File: config.mk
export PLATFORM = sky130hd
export DESIGN_NAME = spi_slave_engine
export DESIGN_NICKNAME = d
export VERILOG_FILES = /design/src/rtl/spi_slave_engine.sv
export SDC_FILE = /design/constraint.sdc
export NUM_CORES = 1
export LEC_CHECK = 0
export ABC_AREA = 1
export CORE_UTILIZATION = 54
export CTS_BUF_LIST = sky130_fd_sc_hd__clkbuf_8 sky130_fd_sc_hd__clkbuf_16
export DETAILED_ROUTE_END_ITERATION = 12
export PLACE_DENSITY = 0.78
export SLEW_MARGIN = 20
export SYNTH_ARGS = -nofsm -noshare
export SYNTH_HDL_FRONTEND = slang
export SYNTH_SLANG_ARGS = --single-unit
File: constraint.sdc
create_clock -name pclk -period 3 [get_ports pclk]
set_clock_uncertainty 0.2 [all_clocks]
set_input_delay 0.75 -clock pclk [delete_from_list [all_inputs] [get_ports pclk]]
set_output_delay 0.75 -clock pclk [all_outputs]
set_load 0.1 [all_outputs]
File: src/rtl/spi_slave_engine.sv
// Responder-side SPI engine: oversamples external SCK/SS_n/MOSI in the pclk domain and
// shifts 1-32 bit words in any CPOL/CPHA mode, popping TX words and pushing RX words.
module spi_slave_engine #(
    parameter int DATA_MAX = 32
) (
    input  logic                pclk,
    input  logic                preset,
    input  logic                spie,
    input  logic                cpol,
    input  logic                cpha,
    input  logic                dord,
    input  logic [4:0]          datalen,
    input  logic                sck_in,
    input  logic                ss_n_in,
    input  logic                mosi_in,
    output logic                miso_out,
    output logic                miso_oe,
    input  logic [DATA_MAX-1:0] tfifo_rdata,
    input  logic                tfifo_empty,
    output logic                tfifo_ren,
    output logic [DATA_MAX-1:0] rfifo_wdata,
    input  logic                rfifo_full,
    output logic                rfifo_wen,
    output logic                transfer_complete,
    output logic                busy,
    output logic                tx_underrun,
    output logic                rx_overrun,
    output logic                ss_abort
);
    typedef enum logic [1:0] {ST_IDLE, ST_LOAD, ST_SHIFT, ST_COMMIT} state_t;

    state_t              state_reg;
    logic [2:0]          pin_meta_reg;
    logic [2:0]          pin_sync_reg;
    logic                sck_prev_reg;
    logic                ss_act_prev_reg;
    logic                cpol_reg;
    logic                cpha_reg;
    logic                dord_reg;
    logic [4:0]          len_reg;
    logic [DATA_MAX-1:0] tx_sh_reg;
    logic [DATA_MAX-1:0] rx_sh_reg;
    logic [5:0]          bit_cnt_reg;
    logic                have_tx_reg;

    logic                sck_s;
    logic                ss_act;
    logic                mosi_s;
    logic                sck_rise;
    logic                sck_fall;
    logic                lead_edge;
    logic                trail_edge;
    logic                sample_edge;
    logic                drive_edge;
    logic [4:0]          rx_idx;
    logic [DATA_MAX-1:0] rx_next;
    logic [DATA_MAX-1:0] tx_next;
    logic                tx_bit;
    logic                last_sample;

    // Pad synchronizers carry no reset: they only ever mirror the pins.
    always_ff @(posedge pclk) begin
        pin_meta_reg <= {mosi_in, ss_n_in, sck_in};
        pin_sync_reg <= pin_meta_reg;
        sck_prev_reg <= pin_sync_reg[0];
    end

    // Reset to "selected" so a master already mid-frame cannot start a bogus word.
    always_ff @(posedge pclk) begin
        if (preset) ss_act_prev_reg <= 1'b1;
        else        ss_act_prev_reg <= ss_act;
    end

    assign sck_s       = pin_sync_reg[0];
    assign ss_act      = ~pin_sync_reg[1];
    assign mosi_s      = pin_sync_reg[2];
    assign sck_rise    = sck_s & ~sck_prev_reg;
    assign sck_fall    = ~sck_s & sck_prev_reg;
    assign lead_edge   = cpol_reg ? sck_fall : sck_rise;
    assign trail_edge  = cpol_reg ? sck_rise : sck_fall;
    assign sample_edge = cpha_reg ? trail_edge : lead_edge;
    assign drive_edge  = cpha_reg ? lead_edge : trail_edge;
    assign last_sample = (bit_cnt_reg == {1'b0, len_reg});

    assign rx_idx  = dord_reg ? bit_cnt_reg[4:0] : (len_reg - bit_cnt_reg[4:0]);
    assign tx_next = dord_reg ? {1'b0, tx_sh_reg[DATA_MAX-1:1]} : {tx_sh_reg[DATA_MAX-2:0], 1'b0};
    assign tx_bit  = dord_reg ? tx_sh_reg[0] : tx_sh_reg[len_reg];
    assign busy    = (state_reg != ST_IDLE);

    genvar gi;
    generate
        for (gi = 0; gi < DATA_MAX; gi++) begin : g_rx
            assign rx_next[gi] = (rx_idx == 5'(gi)) ? mosi_s : rx_sh_reg[gi];
        end
    endgenerate

    always_ff @(posedge pclk) begin
        tfifo_ren         <= 1'b0;
        rfifo_wen         <= 1'b0;
        transfer_complete <= 1'b0;
        tx_underrun       <= 1'b0;
        rx_overrun        <= 1'b0;
        ss_abort          <= 1'b0;
        if (preset || !spie) begin
            state_reg   <= ST_IDLE;
            miso_out    <= 1'b0;
            miso_oe     <= 1'b0;
            rfifo_wdata <= '0;
            tx_sh_reg   <= '0;
            rx_sh_reg   <= '0;
            bit_cnt_reg <= '0;
            have_tx_reg <= 1'b0;
            cpol_reg    <= 1'b0;
            cpha_reg    <= 1'b0;
            dord_reg    <= 1'b0;
            len_reg     <= '0;
        end else begin
            case (state_reg)
                ST_IDLE: begin
                    miso_out <= 1'b0;
                    miso_oe  <= 1'b0;
                    if (ss_act && !ss_act_prev_reg) begin
                        state_reg   <= ST_LOAD;
                        tfifo_ren   <= !tfifo_empty;
                        tx_underrun <= tfifo_empty;
                        have_tx_reg <= !tfifo_empty;
                    end
                end
                ST_LOAD: begin
                    if (!ss_act) begin
                        state_reg <= ST_IDLE;
                        ss_abort  <= 1'b1;
                        miso_out  <= 1'b0;
                        miso_oe   <= 1'b0;
                    end else begin
                        cpol_reg    <= cpol;
                        cpha_reg    <= cpha;
                        dord_reg    <= dord;
                        len_reg     <= datalen;
                        tx_sh_reg   <= have_tx_reg ? tfifo_rdata : '0;
                        miso_out    <= have_tx_reg & (dord ? tfifo_rdata[0] : tfifo_rdata[datalen]);
                        miso_oe     <= 1'b1;
                        bit_cnt_reg <= '0;
                        rx_sh_reg   <= '0;
                        state_reg   <= ST_SHIFT;
                    end
                end
                ST_SHIFT: begin
                    // A deassert landing with an SCK edge wins over the edge.
                    if (!ss_act) begin
                        state_reg <= ST_IDLE;
                        ss_abort  <= 1'b1;
                        miso_out  <= 1'b0;
                        miso_oe   <= 1'b0;
                    end else begin
                        miso_out <= tx_bit;
                        if (sample_edge) begin
                            rx_sh_reg   <= rx_next;
                            bit_cnt_reg <= bit_cnt_reg + 6'd1;
                            if (last_sample) begin
                                state_reg         <= ST_COMMIT;
                                rfifo_wdata       <= rx_next;
                                transfer_complete <= 1'b1;
                                rfifo_wen         <= !rfifo_full;
                                rx_overrun        <= rfifo_full;
                            end
                        end else if (drive_edge && bit_cnt_reg != 6'd0) begin
                            tx_sh_reg <= tx_next;
                        end
                    end
                end
                ST_COMMIT: begin
                    if (ss_act) begin
                        state_reg   <= ST_LOAD;
                        tfifo_ren   <= !tfifo_empty;
                        tx_underrun <= tfifo_empty;
                        have_tx_reg <= !tfifo_empty;
                    end else begin
                        state_reg <= ST_IDLE;
                        miso_out  <= 1'b0;
                        miso_oe   <= 1'b0;
                    end
                end
                default: state_reg <= ST_IDLE;
            endcase
        end
    end
endmodule

==> results_dict.tcl, run 1 <==
set metrics [dict create \
    status "finished clean" \
    initial_utilization 0.565 \
    hp-class "register to register" \
    ir_drop_mv 0.490 \
    cts_buffer_depth 2 \
    drt-initial-drc-count 769 \
    rsz0062_at_grt "false" \
    finalHoldViolCount 0 \
    die_w_um 115 \
    routedWlPerCell_um 14.4 \
    grt_max_degree 64 \
    yosys_warnings 0 \
    pwr_density_cell_nw_per_um2 482 \
    h-tree-depth 4 \
    io_buffers 88 \
    postSynthRegisterBits 129 \
    cts_resized 0 \
    path_max_fanout 32 \
    ys_types 32 \
    final.fill_count 1104 \
    dr_total_vias 7205 \
    syn_area_um2 6900 \
    num_rows 40 \
    final_net_count 1196 \
    fin_tns_setup_ns 0 \
    synth_edf_count 0 \
    antenna_left 0 \
    antenna_found_initial 0 \
    overflow 0 \
    grt_first_pass_wirelength_um 31200 \
    clock_sinks 129 \
    drive_gt1_frac 0.108 \
    cts_buffers 17 \
    first_pass_iters 5 \
    drc 0 \
    dieArea_um2 13200 \
    clk_pin_slew_ns 0.05 \
    diodes 0 \
    synthToLayoutAreaGrowth_pct 21.4 \
    vias_per_cell 5.47 \
    worst_pin_slew_ns 0.995 \
    die_height_um 115 \
    crit_required_ns 3.12 \
    maxSlewViolCount 0 \
    grt_pass1_vias 6404 \
    globalplace.congestion 0.941 \
    relSlewSlack 0.336 \
    cts_hold_buffers 0 \
    end_kind "register" \
    avgSynthCellArea_um2 6.46 \
    synth_flop_cell "dfxtp_1" \
    fmax_ghz 0.375 \
    syn_nets 1127 \
    cts_tree "built" \
    dp_hpwl_um 12600 \
    stdcell_area_um2 8380 \
    dpl_worst_slack_ns 0.326 \
    clkLatencyLatePin_ns 0.42 \
    maxCapViolCount 0 \
    cp-start-kind "register" \
    postCtsSetupRepairBufs 0 \
    critical_path_arrival_ns 2.78 \
    setup-violations-final 0 \
    min_period_ns 2.66 \
    routed_wl_um 18900 \
    place_area_um2 7810 \
    post-route-period-util 0.888 \
    grtUsageTotal 0.300 \
    root_buffer "clkbuf_16" \
    setup_ws_ns 0.336 \
    io_pins 89 \
    p_leak_nw 3.58 \
    core-area_um2 12200 \
    criticalPathCategory "register to register" \
    synth_async_sr_flop_share 0 \
    synthCells 1068 \
    ys_seq_area_frac 0.374 \
]
==> area by class of cell <==
| type | count | area [µm²] | share of cell area |
|---|---|---|---|
| well taps | 168 | 210 | 0.0251 |
| repair buffers | 110 | 956 | 0.114 |
| flip-flops and latches | 129 | 2580 | 0.308 |
| clock buffers | 21 | 480 | 0.0573 |
| clock inverters | 9 | 91.3 | 0.0109 |
| multi-input cells | 727 | 3490 | 0.417 |
| inverters | 152 | 571 | 0.0680 |
==> Yosys cell counts, types with 4 or more instances <==
library cell | n | area share
o21ai_0 | 78 | 0.057
o21ai_1 | 25 | 0.018
o211ai_1 | 4 | 0.0043
o21ai_2 | 4 | 0.0051
nor2_2 | 13 | 0.012
a21oi_1 | 84 | 0.061
nor3_1 | 7 | 0.0051
inv_2 | 13 | 0.0071
ha_1 | 10 | 0.018
buf_2 | 17 | 0.012
nand3_1 | 157 | 0.11
nand2_1 | 236 | 0.13
dfxtp_1 | 129 | 0.37
nor2_1 | 62 | 0.034
clkbuf_1 | 38 | 0.021
inv_1 | 137 | 0.074
o22ai_1 | 29 | 0.026
==> routing by layer <==
metal,routed length [µm],GRT usage,vias to the layer above
met4,296,0.102,0
met2,8540,0.459,318
li1,-,-,3612
met3,1430,0.0712,32
met1,8660,0.415,3243
met5,0,0,-
==> kinds of logic (layout without fill, tap and decap cells) <==
| family | count (synthesis) | after routing | synth area share |
|---|---|---|---|
| xor+xnor | 5 | 5 | 0.00634 |
| simple gates | 480 | 480 | 0.299 |
| mux | 1 | 1 | 0.00145 |
| buf+inv | 212 | 292 | 0.120 |
| flops | 129 | 129 | 0.374 |
| compound gates | 230 | 230 | 0.178 |
| fa+ha+maj | 11 | 11 | 0.0210 |
==> per-stage QoR <==
step,hold WS [ns],util,instances,power (W)
after floorplan,0.110,-,1068,0.00194
after global placement,0.110,0.640,1286,0.00206
after detailed placement,0.112,0.640,1286,0.00206
after CTS,0.124,0.687,1316,0.00406
after global routing,0.135,0.687,1316,0.00419
final,0.125,0.687,1316,0.00404
==> worst paths after layout <==
path | startpoint | endpoint | slack (ns) | depth (start not counted)
max | bit_cnt_reg[0] | rfifo_wdata[14] | 0.34 | 13
min reg2reg | pin_meta_reg[2] | pin_sync_reg[2] | 0.12 | 0
min | pin_meta_reg[2] | pin_sync_reg[2] | 0.12 | 0
max reg2reg | bit_cnt_reg[0] | rfifo_wdata[14] | 0.34 | 13
==> critical path: stages (launching register included) <==
cell and delay [ns]:
dfxtp_1 0.43, ha_1 0.18, inv_1 0.06, fa_1 0.40
nand3_1 0.09, nand2_1 0.08, xor2_1 0.20, o21ai_2 0.10
inv_2 0.40, nand3_1 0.17, nand2_1 0.13, nand2_1 0.05
nand2_1 0.06, inv_1 0.03
==> layout by cell type, fill, tap and decap left out, types with 2 or more instances in the layout <==
cell type / synthesis / routed
nor2_2: 13 / 13
nand3_2: 3 / 3
clkinv_2: 0 / 4
nand2_1: 236 / 236
inv_2: 13 / 14
dfxtp_1: 129 / 129
nor2_1: 62 / 62
nand3_1: 157 / 157
xnor2_1: 2 / 2
clkdlybuf4s50_1: 0 / 47
clkbuf_8: 0 / 4
buf_4: 1 / 62
bufinv_16: 0 / 2
o32ai_1: 2 / 2
o22ai_1: 29 / 29
clkinv_1: 2 / 2
o21ai_2: 4 / 4
inv_1: 137 / 139
nor3_1: 7 / 7
a21oi_1: 84 / 84
xor2_1: 3 / 3
o21ai_1: 25 / 25
clkbuf_16: 0 / 17
o21ai_0: 78 / 78
ha_1: 10 / 10
o21bai_1: 2 / 2
o211ai_1: 4 / 4
==> power breakdown <==
part / internal (W) / switching [W] / total, W
clock: 0.00128 / 0.000730 / 0.00201
sequential: 0.00173 / 0.0000110 / 0.00174
combinational: 0.000112 / 0.000178 / 0.000290
total: 0.00313 / 0.000918 / 0.00404
Note: power is estimated with default switching activity, not from simulation.
==> run 2: changes to the inputs <==
--- a/config.mk
+++ b/config.mk
@@ -10,6 +10,7 @@
 export CTS_BUF_LIST = sky130_fd_sc_hd__clkbuf_8 sky130_fd_sc_hd__clkbuf_16
 export DETAILED_ROUTE_END_ITERATION = 12
 export PLACE_DENSITY = 0.78
+export REMOVE_ABC_BUFFERS = 1
 export SLEW_MARGIN = 20
 export SYNTH_ARGS = -nofsm -noshare
 export SYNTH_HDL_FRONTEND = slang
==> run 2 against run 1 <==
Compared with the run above:
- combinational power about the same
- largest power group unchanged
- maximum frequency increased by 1.5%
- non-clock buffer count increased by 2
- critical endpoint is now rfifo_wdata[13]
- flip-flop and latch count unchanged
- global-route usage decreased by 0.51 points
- register-to-register slack improved by 0.04 ns
- final cell count about the same
- via count increased by 0.76%
- sequential share of layout area decreased by 0.055 points
==> results_dict.tcl, run 2 (same netlist as run 1, synthesis figures left out) <==
set metrics [dict create \
    crit_required_ns 3.12 \
    critPathMaxStageDelay_ns 0.42 \
    core-area_um2 12200 \
    dp_hpwl_um 12300 \
    fmax_ghz 0.381 \
    grt_first_pass_wirelength_um 30800 \
    path_cells "ha_1 -> inv_1 -> fa_1 -> nand3_1 -> nand2_1 -> xor2_1 -> o21ai_2 -> inv_2 -> nand3_1 -> nand2_1 -> nand2_1 -> nand2_1 -> inv_1" \
    clkLatencyLatePin_ns 0.42 \
    setup-violations-final 0 \
    status "finished clean" \
    place_area_um2 7840 \
    hold_start "pin_meta_reg[1]" \
    criticalPathCategory "register to register" \
    rsz0062_at_grt "false" \
    path_max_fanout 32 \
    hp-class "register to register" \
    die_height_um 115 \
    globalplace.congestion 0.874 \
    root_buffer "clkbuf_16" \
    grtUsageTotal 0.295 \
    crit_path_frequent_cell "nand2_1" \
    multiInputGateArea_um2 3490 \
    grt_max_degree 64 \
    register_area_um2 2580 \
    relSlewSlack 0.360 \
    initial_utilization 0.565 \
    cts_buffer_depth 2 \
    maxCapViolCount 0 \
    cts_hold_buffers 0 \
    routedWlPerCell_um 14.0 \
    synthToLayoutAreaGrowth_pct 21.7 \
    cts_buffers 17 \
    cts_tree "built" \
    die_w_um 115 \
    maxSlewViolCount 0 \
    drive_gt1_frac 0.110 \
    final.fill_count 1110 \
    worst_pin_slew_ns 0.960 \
    reg2reg_setup_slack_ns 0.38 \
    post-route-period-util 0.875 \
    io_buffers 88 \
    p_total_w 0.00401 \
    postCtsSetupRepairBufs 0 \
    crit_family "simple AND/OR/NAND/NOR gates" \
    layout_commonest_cell "nand2_1" \
    antenna_found_initial 0 \
    p_leak_nw 3.59 \
    antenna_left 0 \
    num_rows 40 \
    overflow 0 \
    finalHoldViolCount 0 \
    clock_sinks 129 \
    cts_resized 0 \
    drt-initial-drc-count 780 \
    worst-path-buf-inv 3 \
    clk_pin_slew_ns 0.05 \
    io_pins 89 \
    vias_per_cell 5.51 \
    dr_total_vias 7260 \
    dieArea_um2 13200 \
    rr_startpoint "bit_cnt_reg[0]" \
    min_to "pin_sync_reg[1]" \
    diodes 0 \
    first_pass_iters 5 \
    worstReg2RegEnd "rfifo_wdata[13]" \
    critical_path_arrival_ns 2.74 \
    routed_wl_um 18400 \
    end_kind "register" \
    holdPathStages 0 \
    grt_pass1_vias 6439 \
    pwr_density_cell_nw_per_um2 477 \
    h-tree-depth 4 \
    drc 0 \
    ir_drop_mv 0.487 \
    path_depth 13 \
    critPathSlowestCell "dfxtp_1" \
    reg2reg_depth 13 \
    min_period_ns 2.62 \
    final_cell_mix "nand2_1 (236), nand3_1 (157), inv_1 (138), dfxtp_1 (129), a21oi_1 (84)" \
    cp-start-kind "register" \
    final_net_count 1198 \
    stdcell_area_um2 8400 \
]
## run 2: cell count changes in the layout (fill, tap and decap cells not counted)
cell      delta
buf_12       +1
inv_1        -1
clkbuf_8     -1
clkinv_2     +1
buf_4        +1
## run 2: per-layer routing
layer  share of wire  up-vias  global-route usage
met5               0        -                   0
met4           0.016        0               0.119
met3           0.079       39              0.0654
met2            0.45      307               0.454
met1            0.46     3285               0.403
li1                -     3629                   -
## run 2: how the worst max path moves through the flow
| stage | startpoint | to |
|---|---|---|
| global route | bit_cnt_reg[0] | rfifo_wdata[11] |
| finish | bit_cnt_reg[0] | rfifo_wdata[13] |
| CTS | bit_cnt_reg[0] | rfifo_wdata[13] |
| global placement | datalen[0] | miso_out |
| floorplan | len_reg[0] | rx_sh_reg[27] |
| detailed placement | datalen[0] | miso_out |
## run 2: cell type report
cell class,instances,area share
Clock buffer,20,0.0556
Clock inverter,9,0.0110
Inverter,152,0.0679
Multi-Input combinational cell,727,0.416
Sequential cell,129,0.307
Tap cell,168,0.0250
Timing Repair Buffer,112,0.117
## run 2: metrics by stage
stage	instances	util	worst slack [ns]	hold WS, ns	setup TNS, ns
floorplan	1008	-	-0.446	0.110	-18.45
CTS	1317	0.688	0.378	0.125	0
finish	1317	0.688	0.375	0.126	0
detailed placement	1288	0.642	0.321	0.112	0
global route	1317	0.688	0.0817	0.135	0
global placement	1288	0.642	0.376	0.110	0
## run 2: power breakdown
part           total, W  switching [W]  internal, W  leakage [nW]
combinational  0.000291       0.000177     0.000114          2.26
sequential      0.00174      0.0000110      0.00173          1.04
clock           0.00197       0.000717      0.00126         0.290
